--- src/rtl/z2_pkg.sv ---
// Shared Zorro II cycle definitions: global FSM state encoding and the
// lowest-set-bit priority encoder used for target grants.
package z2_pkg;

  typedef enum logic [1:0] {
    Z2_IDLE  = 2'd0,
    Z2_START = 2'd1,
    Z2_DATA  = 2'd2,
    Z2_END   = 2'd3
  } z2_state_t;

  // Isolates the lowest set bit; supports up to 32 target channels.
  function automatic logic [31:0] z2_lsb_onehot(input logic [31:0] v);
    return v & (~v + 32'd1);
  endfunction

endpackage

--- src/rtl/z2_sync.sv ---
// Multi-stage flip-flop synchroniser for one asynchronous 68k bus signal.
module z2_sync #(
  parameter int unsigned STAGES    = 2,
  parameter logic        RESET_VAL = 1'b1
) (
  input  logic clk,
  input  logic reset,
  input  logic d,
  output logic q
);

  logic [STAGES-1:0] chain;

  always_ff @(posedge clk) begin
    if (reset) chain <= {STAGES{RESET_VAL}};
    else       chain <= {chain[STAGES-2:0], d};
  end

  assign q = chain[STAGES-1];

endmodule

--- src/rtl/z2_cycle_ctrl.sv ---
// Zorro II slave-cycle controller: strobe sync, cycle FSM, target grant, DTACK/BERR.
// Optional BERR watchdog enabled by defining Z2_TIMEOUT_BERR_EN.
module z2_cycle_ctrl
  import z2_pkg::*;
#(
  parameter int unsigned NUM_TGT     = 4,
  parameter int unsigned SYNC_STAGES = 2,
  parameter int unsigned TIMEOUT_CYC = 255,
  parameter int unsigned TIMEOUT_W   = 8
) (
  input  logic               clk,
  input  logic               reset,
  input  logic               as_n,
  input  logic               uds_n,
  input  logic               lds_n,
  input  logic               rw,
  input  logic [NUM_TGT-1:0] tgt_sel,
  input  logic [NUM_TGT-1:0] tgt_ack,
  output logic               as_n_s,
  output logic               uds_n_s,
  output logic               lds_n_s,
  output logic               rw_s,
  output logic [1:0]         z2_state,
  output logic [NUM_TGT-1:0] tgt_grant,
  output logic               dtack_oe,
  output logic               berr_oe,
  output logic               cycle_done
);

  z2_sync #(.STAGES(SYNC_STAGES), .RESET_VAL(1'b1)) u_sync_as  (.clk(clk), .reset(reset), .d(as_n),  .q(as_n_s));
  z2_sync #(.STAGES(SYNC_STAGES), .RESET_VAL(1'b1)) u_sync_uds (.clk(clk), .reset(reset), .d(uds_n), .q(uds_n_s));
  z2_sync #(.STAGES(SYNC_STAGES), .RESET_VAL(1'b1)) u_sync_lds (.clk(clk), .reset(reset), .d(lds_n), .q(lds_n_s));
  z2_sync #(.STAGES(SYNC_STAGES), .RESET_VAL(1'b1)) u_sync_rw  (.clk(clk), .reset(reset), .d(rw),    .q(rw_s));

  z2_state_t          st;
  logic [NUM_TGT-1:0] sel_oh;

  assign sel_oh   = NUM_TGT'(z2_lsb_onehot(32'(tgt_sel)));
  assign z2_state = st;

`ifdef Z2_TIMEOUT_BERR_EN
  localparam logic [TIMEOUT_W-1:0] WD_MAX  = TIMEOUT_W'(TIMEOUT_CYC);
  localparam logic [TIMEOUT_W-1:0] WD_LAST = TIMEOUT_W'(TIMEOUT_CYC - 1);
  logic [TIMEOUT_W-1:0] wd_cnt;
  logic                 berr_q;
  assign berr_oe = berr_q;
`else
  logic [TIMEOUT_W-1:0] unused_wd_last;
  assign unused_wd_last = TIMEOUT_W'(TIMEOUT_CYC - 1);
  assign berr_oe = 1'b0;
`endif

  always_ff @(posedge clk) begin
    if (reset) begin
      st         <= Z2_IDLE;
      tgt_grant  <= '0;
      dtack_oe   <= 1'b0;
      cycle_done <= 1'b0;
`ifdef Z2_TIMEOUT_BERR_EN
      wd_cnt     <= '0;
      berr_q     <= 1'b0;
`endif
    end else begin
      cycle_done <= 1'b0;
      case (st)
        Z2_IDLE: begin
          if (!as_n_s && (|tgt_sel)) begin
            st        <= Z2_START;
            tgt_grant <= sel_oh;
          end
        end
        Z2_START: begin
          if (as_n_s) begin
            st        <= Z2_IDLE;
            tgt_grant <= '0;
          end else if (!uds_n_s || !lds_n_s) begin
            st <= Z2_DATA;
`ifdef Z2_TIMEOUT_BERR_EN
            wd_cnt <= '0;
`endif
          end
        end
        Z2_DATA: begin
`ifdef Z2_TIMEOUT_BERR_EN
          if (wd_cnt != WD_MAX) wd_cnt <= wd_cnt + TIMEOUT_W'(1);
`endif
          // Priority: abort, then ack, then watchdog expiry.
          if (as_n_s) begin
            st        <= Z2_IDLE;
            tgt_grant <= '0;
          end else if (|(tgt_ack & tgt_grant)) begin
            st       <= Z2_END;
            dtack_oe <= 1'b1;
          end
`ifdef Z2_TIMEOUT_BERR_EN
          else if (wd_cnt == WD_LAST) begin
            st     <= Z2_END;
            berr_q <= 1'b1;
          end
`endif
        end
        Z2_END: begin
          if (as_n_s) begin
            st         <= Z2_IDLE;
            tgt_grant  <= '0;
            dtack_oe   <= 1'b0;
            cycle_done <= 1'b1;
`ifdef Z2_TIMEOUT_BERR_EN
            berr_q     <= 1'b0;
`endif
          end
        end
        default: st <= Z2_IDLE;
      endcase
    end
  end

endmodule

--- config.mk ---
export PLATFORM = sky130hd
export DESIGN_NAME = z2_cycle_ctrl
export DESIGN_NICKNAME = d
export VERILOG_FILES = /design/src/rtl/z2_pkg.sv /design/src/rtl/z2_sync.sv /design/src/rtl/z2_cycle_ctrl.sv
export SDC_FILE = /design/constraint.sdc
export NUM_CORES = 1
export LEC_CHECK = 0
export ABC_AREA = 1
export CORE_MARGIN = 2
export CORE_UTILIZATION = 36
export CTS_CLUSTER_DIAMETER = 100
export DETAILED_ROUTE_END_ITERATION = 7
export PLACE_DENSITY = 0.74
export REMOVE_ABC_BUFFERS = 1
export SYNTH_ARGS = -nofsm -noshare
export SYNTH_HDL_FRONTEND = slang
export SYNTH_SLANG_ARGS = --single-unit
--- constraint.sdc ---
create_clock -name clk -period 0.98 [get_ports clk]
set_input_delay 0.196 -clock clk [delete_from_list [all_inputs] [get_ports clk]]
set_output_delay 0.196 -clock clk [all_outputs]
set_load 0.01 [all_outputs]
==> results of run 1 <==
## state kept, by name (all words and copies together) (netlist names)
signal	cells
cycle_done	1
u_sync_rw.chain	2
dtack_oe	1
u_sync_as.chain	2
u_sync_uds.chain	2
u_sync_lds.chain	2
tgt_grant	4
z2_state	2
## layer usage
metal / wire, µm / global-route usage / vias up / share of wire
li1: - / - / 345 / -
met1: 652 / 0.217 / 314 / 0.39
met2: 920 / 0.339 / 18 / 0.56
met3: 70 / 0.0471 / 2 / 0.042
met4: 12 / 0.0857 / 0 / 0.0073
met5: 0 / 0 / - / 0
## power by group
part	internal, mW	switching, mW
logic	0.467	0.483
registers	0.737	0.0676
clock network	0.142	0.181
## cells in the final DEF, fill, tap and decap left out, drive strengths merged
| cell | synthesis | final |
|---|---|---|
| a21oi | 7 | 7 |
| buf | 1 | 27 |
| clkbuf | 1 | 3 |
| clkdlybuf4s50 | 0 | 8 |
| conb | 1 | 1 |
| dfxtp | 16 | 16 |
| dlygate4sd2 | 0 | 5 |
| inv | 8 | 8 |
| nand2 | 25 | 25 |
| nand3 | 2 | 2 |
| nand4 | 2 | 2 |
| nor2 | 9 | 9 |
| nor3 | 3 | 3 |
| nor4 | 1 | 1 |
| or2 | 8 | 8 |
## through the flow
| stage | instances | power, mW |
|---|---|---|
| floorplan | 82 | 1.16 |
| global placement | 147 | 1.59 |
| detailed placement | 147 | 1.62 |
| CTS | 150 | 2.06 |
| global route | 150 | 2.25 |
| finish | 150 | 2.08 |
## worst max-delay path, stage by stage, from the launching register on
cell and delay [ns]:
dfxtp_4 0.37, inv_2 0.06, nand2_2 0.06, nor2_1 0.10, nand2_1 0.08, nand2_1 0.08, nand2_2 0.08, a21oi_2 0.12
nor2_1 0.05
## worst min path at each step
stage                                               from                        endpoint  slack, ns  cells past startpoint
after global routing                          tgt_sel[3]       tgt_grant[3]$_SDFFE_PP0P_       0.37                      3
after CTS                                     tgt_sel[3]       tgt_grant[3]$_SDFFE_PP0P_       0.37                      3
after global placement     u_sync_as.chain[0]$_SDFF_PP1_   u_sync_as.chain[1]$_SDFF_PP1_       0.39                      1
final                                         tgt_sel[3]       tgt_grant[3]$_SDFFE_PP0P_       0.37                      3
after detailed placement  u_sync_uds.chain[0]$_SDFF_PP1_  u_sync_uds.chain[1]$_SDFF_PP1_       0.40                      1
after floorplan                                    reset       tgt_grant[0]$_SDFFE_PP0P_       0.27                      1
## cell usage after synthesis
master,instances,area [µm²]
nand3_2,1,10.0
nand4_1,2,12.5
nor4_1,1,6.26
buf_4,1,7.51
nor3_1,3,15.0
inv_1,6,22.5
a21oi_1,7,35.0
nor2_2,3,18.8
nand3_1,1,5.00
nand2_1,21,78.8
clkbuf_1,1,3.75
nand2_2,4,25.0
dfxtp_1,16,320
or2_2,8,50.1
conb_1,1,3.75
inv_2,2,7.51
nor2_1,6,22.5
## final cells by class
class	count	area (µm²)
multi-input cells	58	347
fillers	146	602
inverters	8	30.0
well taps	25	31.3
flip-flops and latches	16	338
repair buffers	40	338
clock buffers	3	22.5
## cell families (layout without fill, tap and decap cells)
logic type,Yosys count,count (layout),synth area share
DFF,16,16,0.497
other,1,1,0.00582
and+or+nand+nor,50,50,0.379
AOI/OAI and AO/OA,7,7,0.0544
buffers and inverters,10,51,0.0641
## repair_timing
action                                  in CTS  in global routing
gates cloned                                 0                  0
pin swaps                                   13                  3
endpoints found under the setup margin      20                 16
hold buffers                                 0                  0
setup buffers                                1                  0
resized for setup                           77                 12
==> impl_results.md, run 1 <==
- End of the critical path: z2_state[0]$_SDFFE_PP0P_
- Final antenna-violating net count: 0
- Sequential element share of the synthesized area: 0.497
- Worst reg2reg path depth: 8
- Final hold vios: 0
- Initial antenna violation count: 0
- Max clock buf depth: 2
- CTS root buf: clkbuf_4
- Pre-CTS setup slack: -0.465 ns
- Clock-pin slew on the worst setup and hold paths: 0.08 ns
- Final WS setup: -0.100 ns
- Finished Core Util: 0.648
- H-Tree Depth: 1
- ANT cells: 0
- Hold slack: 0.373 ns
- Netlist cell types: 17
- Post-Route WL: 1.66 mm
- Cts bufs inserted: 3
- CP required: 1.16 ns
- YS warnings: 0
- CORE AREA: 1710 µm²
- Setup crit end kind: flip-flop
- CTS tree: built
- Max Cap Violations: 0
- Post-synth design cell area: 644 µm²
- Fraction of layout cells with a size suffix above 1: 0.560
- Area Overhead vs Synth: 71.7%
- FF+latch count, synth: 16
- Startpoint Class: flip-flop
- Average size of a mapped cell: 7.67 µm²
- Largest net degree at the start of global routing: 13
- Chip height: 46.3 µm
- Fmax: 926 MHz
- Clock Sinks: 16
- First-pass GRT wire length: 2.80 mm
- Syn Inst Count: 84
- Total grt overflow: 0
- P_leak: 0.501 nW
- Worst flop-to-flop path startpoint: z2_state[0]$_SDFFE_PP0P_
- Skew-Pair Late Insertion Delay: 0.27 ns
- DR iter-0 viols: 8
- Drt pass-1 iters: 6
- Via/cell ratio: 4.53
- Total number of vias: 679
- VDD IR max: 1200 µV
- Gp weighted congestion: 0.742
- Violated checks: setup timing
- CP Data Arrival Time: 1.26 ns
- Flop2flop setup slack: -0.10 ns
- FP Rows: 15
- Tmin final: 1.08 ns
- I/O pin count: 27
- Final setup viols: 7
- Worst Path Max Fanout: 4
- Worst Hold Class: in2reg
- Wirelength per Cell: 11.0 µm
- Port Buf Inserts: 25
- Area post-placement: 1030 µm²
- Nets: 141
- DPL Wire Length: 1.29 mm
- Critical Path Source: z2_state[0]$_SDFFE_PP0P_
- Initial core utilization: 0.377
- Final Cell Area: 1110 µm²
- Number of global-route vias before repair: 660
- Tot GR Track Use: 0.193
- Final Cycle Share: 1.10
- Final Skew: 0.00146 ns
- Setup TNS: -0.295 ns
- Die boundary width: 46.3 µm
- PwrDens: 1880 nW/µm²
- Die area: 2140 µm²
- Run status: complete, but fails checks
- RSZ-0062 raised after global routing: yes
- Worst R2R End: z2_state[0]$_SDFFE_PP0P_
- Kind of critical path: reg2reg
- Post-route DRC: 0
- Pins over their slew limit: 0
(Power assumes the default switching activity.)
==> inputs of run 2 (changes only) <==
--- a/config.mk
+++ b/config.mk
@@ -7,11 +7,11 @@
 export LEC_CHECK = 0
 export ABC_AREA = 1
 export CORE_MARGIN = 2
-export CORE_UTILIZATION = 36
+export CORE_UTILIZATION = 43
 export CTS_CLUSTER_DIAMETER = 100
 export DETAILED_ROUTE_END_ITERATION = 7
-export PLACE_DENSITY = 0.74
-export REMOVE_ABC_BUFFERS = 1
+export PLACE_DENSITY = 0.83
+export SKIP_CTS_REPAIR_TIMING = 1
 export SYNTH_ARGS = -nofsm -noshare
 export SYNTH_HDL_FRONTEND = slang
 export SYNTH_SLANG_ARGS = --single-unit
==> constraint.sdc (replaced) <==
create_clock -name clk -period 1.25 [get_ports clk]
set_input_delay 0.25 -clock clk [delete_from_list [all_inputs] [get_ports clk]]
set_output_delay 0.25 -clock clk [all_outputs]
set_load 0.01 [all_outputs]
==> impl_results.md, run 2 (synthesis results as in run 1) <==
- Final setup viols: 0 (was 7)
- FP Rows: 13 (was 15)
- End of the critical path: z2_state[1]$_SDFFE_PP0P_ (was z2_state[0]$_SDFFE_PP0P_)
- Kind of critical path: in2reg (was reg2reg)
- Gp weighted congestion: 0.763 (was 0.742)
- Tot GR Track Use: 0.180 (was 0.193)
- Total number of vias: 642 (was 679)
- Chip height: 42.7 µm (was 46.3 µm)
- Internal Power: 960 µW (was 1.35 mW)
- PwrDens: 1440 nW/µm² (was 1880 nW/µm²)
- Reg with most FFs: tgt_grant (unchanged)
- Worst Hold Class: reg2reg (was in2reg)
- Sw Share: 0.338 (was 0.352)
- Startpoint Class: primary input (was flip-flop)
- Worst reg2reg path depth: 5 (was 8)
- Multi-input logic area: 287 µm² (was 347 µm²)
- CP Depth: 8 (unchanged)
- ANT cells: 0 (unchanged)
- Most frequent CP cell: nand2_2
- CP Data Arrival Time: 1.38 ns (was 1.26 ns)
- Post-Route WL: 1.51 mm (was 1.66 mm)
- Post-route DRC: 0 (unchanged)
- CP top delay family: simple AND/OR/NAND/NOR gates (unchanged)
- Port Buf Inserts: 25 (unchanged)
- First-pass GRT wire length: 2.47 mm (was 2.80 mm)
- Worst Path Buf+Inv: 1 (unchanged)
- Worst flop-to-flop path startpoint: z2_state[1]$_SDFFE_PP0P_ (was z2_state[0]$_SDFFE_PP0P_)
- VDD IR max: 916 µV (was 1200 µV)
- Fin cells: 130 (was 150)
- Clock Power Share: 0.227 (was 0.156)
- Most common cell after layout, fill and taps aside: nand2_1 (unchanged)
- Worst R2R End: tgt_grant[2]$_SDFFE_PP0P_ (was z2_state[0]$_SDFFE_PP0P_)
- Mapped Nets: 98
- Sequential fraction of design power: 0.431 (was 0.387)
- Initial antenna violation count: 0 (unchanged)
- CTS tree: built (unchanged)
- Worst Path Max Fanout: 5 (was 4)
- Worst-path cell chain: clkdlybuf4s50_1 > nor2_1 > nand2_1 > nand2_2 > nand2_2 > nand2_2 > nand2_1 > a21oi_1 (was inv_2 > nand2_2 > nor2_1 > nand2_1 > nand2_1 > nand2_2 > a21oi_2 > nor2_1)
- Area Overhead vs Synth: 56.3% (was 71.7%)
- I/O pin count: 27 (unchanged)
- CP required: 1.46 ns (was 1.16 ns)
- Clock Sinks: 16 (unchanged)
- Final Cycle Share: 0.936
- Cts bufs inserted: 3 (unchanged)
- H-Tree Depth: 1 (unchanged)
- Pins over their slew limit: 0 (unchanged)
- Die area: 1820 µm² (was 2140 µm²)
- CORE AREA: 1350 µm² (was 1710 µm²)
- Setup TNS: 0 ns (was -0.295 ns)
- Final hold vios: 0 (unchanged)
- Die boundary width: 42.7 µm (was 46.3 µm)
- Max clock buf depth: 2 (unchanged)
- Skew-Pair Late Insertion Delay: 0.28 ns (was 0.27 ns)
- Fraction of layout cells with a size suffix above 1: 0.252 (was 0.560)
- Final Skew: 0.00586 ns (was 0.00146 ns)
- P_leak: 0.569 nW (was 0.501 nW)
- Via/cell ratio: 4.94 (was 4.53)
- Hold slack: 0.412 ns (was 0.373 ns)
- CTS root buf: clkbuf_4 (unchanged)
- DPL Wire Length: 1.10 mm (was 1.29 mm)
- Sw Pwr: 490 µW (was 732 µW)
- DR iter-0 viols: 11 (was 8)
- Comb power frac: 0.342 (was 0.457)
- Max reg flops: 4 (unchanged)
- Final antenna-violating net count: 0 (unchanged)
- Tmin final: 1.17 ns
- Total grt overflow: 0 (unchanged)
- Flop2flop setup slack: 0.09 ns (was -0.10 ns)
- Initial core utilization: 0.477 (was 0.377)
- Placed cell count: 126 (was 147)
- Max Cap Violations: 0 (unchanged)
- Finished Core Util: 0.746 (was 0.648)
- Commonest non-fill, non-tap cells in the layout: nand2_1, dfxtp_1, clkdlybuf4s50_1, dlymetal6s2s_1, or2_2 (was nand2_1, buf_4, or2_2, dfxtp_2, clkdlybuf4s50_1)
- Drt pass-1 iters: 4 (was 6)
- Final Power: 1.45 mW (was 2.08 mW)
- Critical Path Source: tgt_sel[2] (was z2_state[0]$_SDFFE_PP0P_)
- Crit-path max cell delay: 0.43 ns (was 0.37 ns)
- Slowest CP cell: clkdlybuf4s50_1 (was dfxtp_4)
- Reg area: 325 µm² (was 338 µm²)
- Nets: 130 (was 141)
- Fmax: 855 MHz
- Run status: finished clean (was complete, but fails checks)
- RSZ-0062 raised after global routing: no (was yes)
- Clock-pin slew on the worst setup and hold paths: 0.09 ns (was 0.08 ns)
- Number of global-route vias before repair: 610 (was 660)
- Setup crit end kind: flip-flop (unchanged)
- Fillers: 103 (was 146)
- Wirelength per Cell: 11.6 µm (was 11.0 µm)
- Largest net degree at the start of global routing: 12 (was 13)
-- run 2: power by group through the flow --
stage | Combinational, mW | Clock (mW) | Sequential (mW)
finish | 0.496 | 0.330 | 0.624
global placement | 0.467 | 0 | 0.621
global route | 0.539 | 0.364 | 0.630
floorplan | 0.284 | 0 | 0.633
CTS | 0.496 | 0.341 | 0.613
detailed placement | 0.484 | 0 | 0.625
-- run 2: routing by layer --
metal / track usage / vias up / part of all wire
met3: 0.0638 / 4 / 0.050
met1: 0.223 / 289 / 0.44
li1: - / 323 / -
met5: 0 / - / 0
met2: 0.285 / 26 / 0.49
met4: 0.0625 / 0 / 0.022
-- run 2: worst min path at each step --
stage | startpoint | to | slack, ns | cells after the start
detailed placement | u_sync_rw.chain[0]$_SDFF_PP1_ | u_sync_rw.chain[1]$_SDFF_PP1_ | 0.39 | 1
floorplan | as_n | u_sync_as.chain[0]$_SDFF_PP1_ | 0.35 | 1
CTS | u_sync_rw.chain[0]$_SDFF_PP1_ | u_sync_rw.chain[1]$_SDFF_PP1_ | 0.41 | 1
global route | u_sync_lds.chain[0]$_SDFF_PP1_ | u_sync_lds.chain[1]$_SDFF_PP1_ | 0.44 | 1
finish | u_sync_rw.chain[0]$_SDFF_PP1_ | u_sync_rw.chain[1]$_SDFF_PP1_ | 0.41 | 1
global placement | u_sync_rw.chain[0]$_SDFF_PP1_ | u_sync_rw.chain[1]$_SDFF_PP1_ | 0.39 | 1
-- run 2: final cells by class --
cell class,instances,share of cell area
inverter,8,0.0298
multi-input combinational,58,0.284
timing repair buffer,29,0.308
sequential,16,0.323
clock buffer,4,0.0360
tap,15,0.0186
-- run 2: metrics by stage --
stage	worst slack [ns]	area, µm²
detailed placement	-0.178	932
global route	0.00195	1010
floorplan	0.179	644
CTS	-0.320	968
finish	0.0799	1010
global placement	-0.166	932
-- run 2: worst reg2reg max path, delay by kind of cell (launching register included) --
kind / cells / cell delay, ns
AO/OA/AOI/OAI: 1 / 0.16
buffers and inverters: 1 / 0.11
flip-flops: 1 / 0.36
AND/OR/NAND/NOR: 3 / 0.48
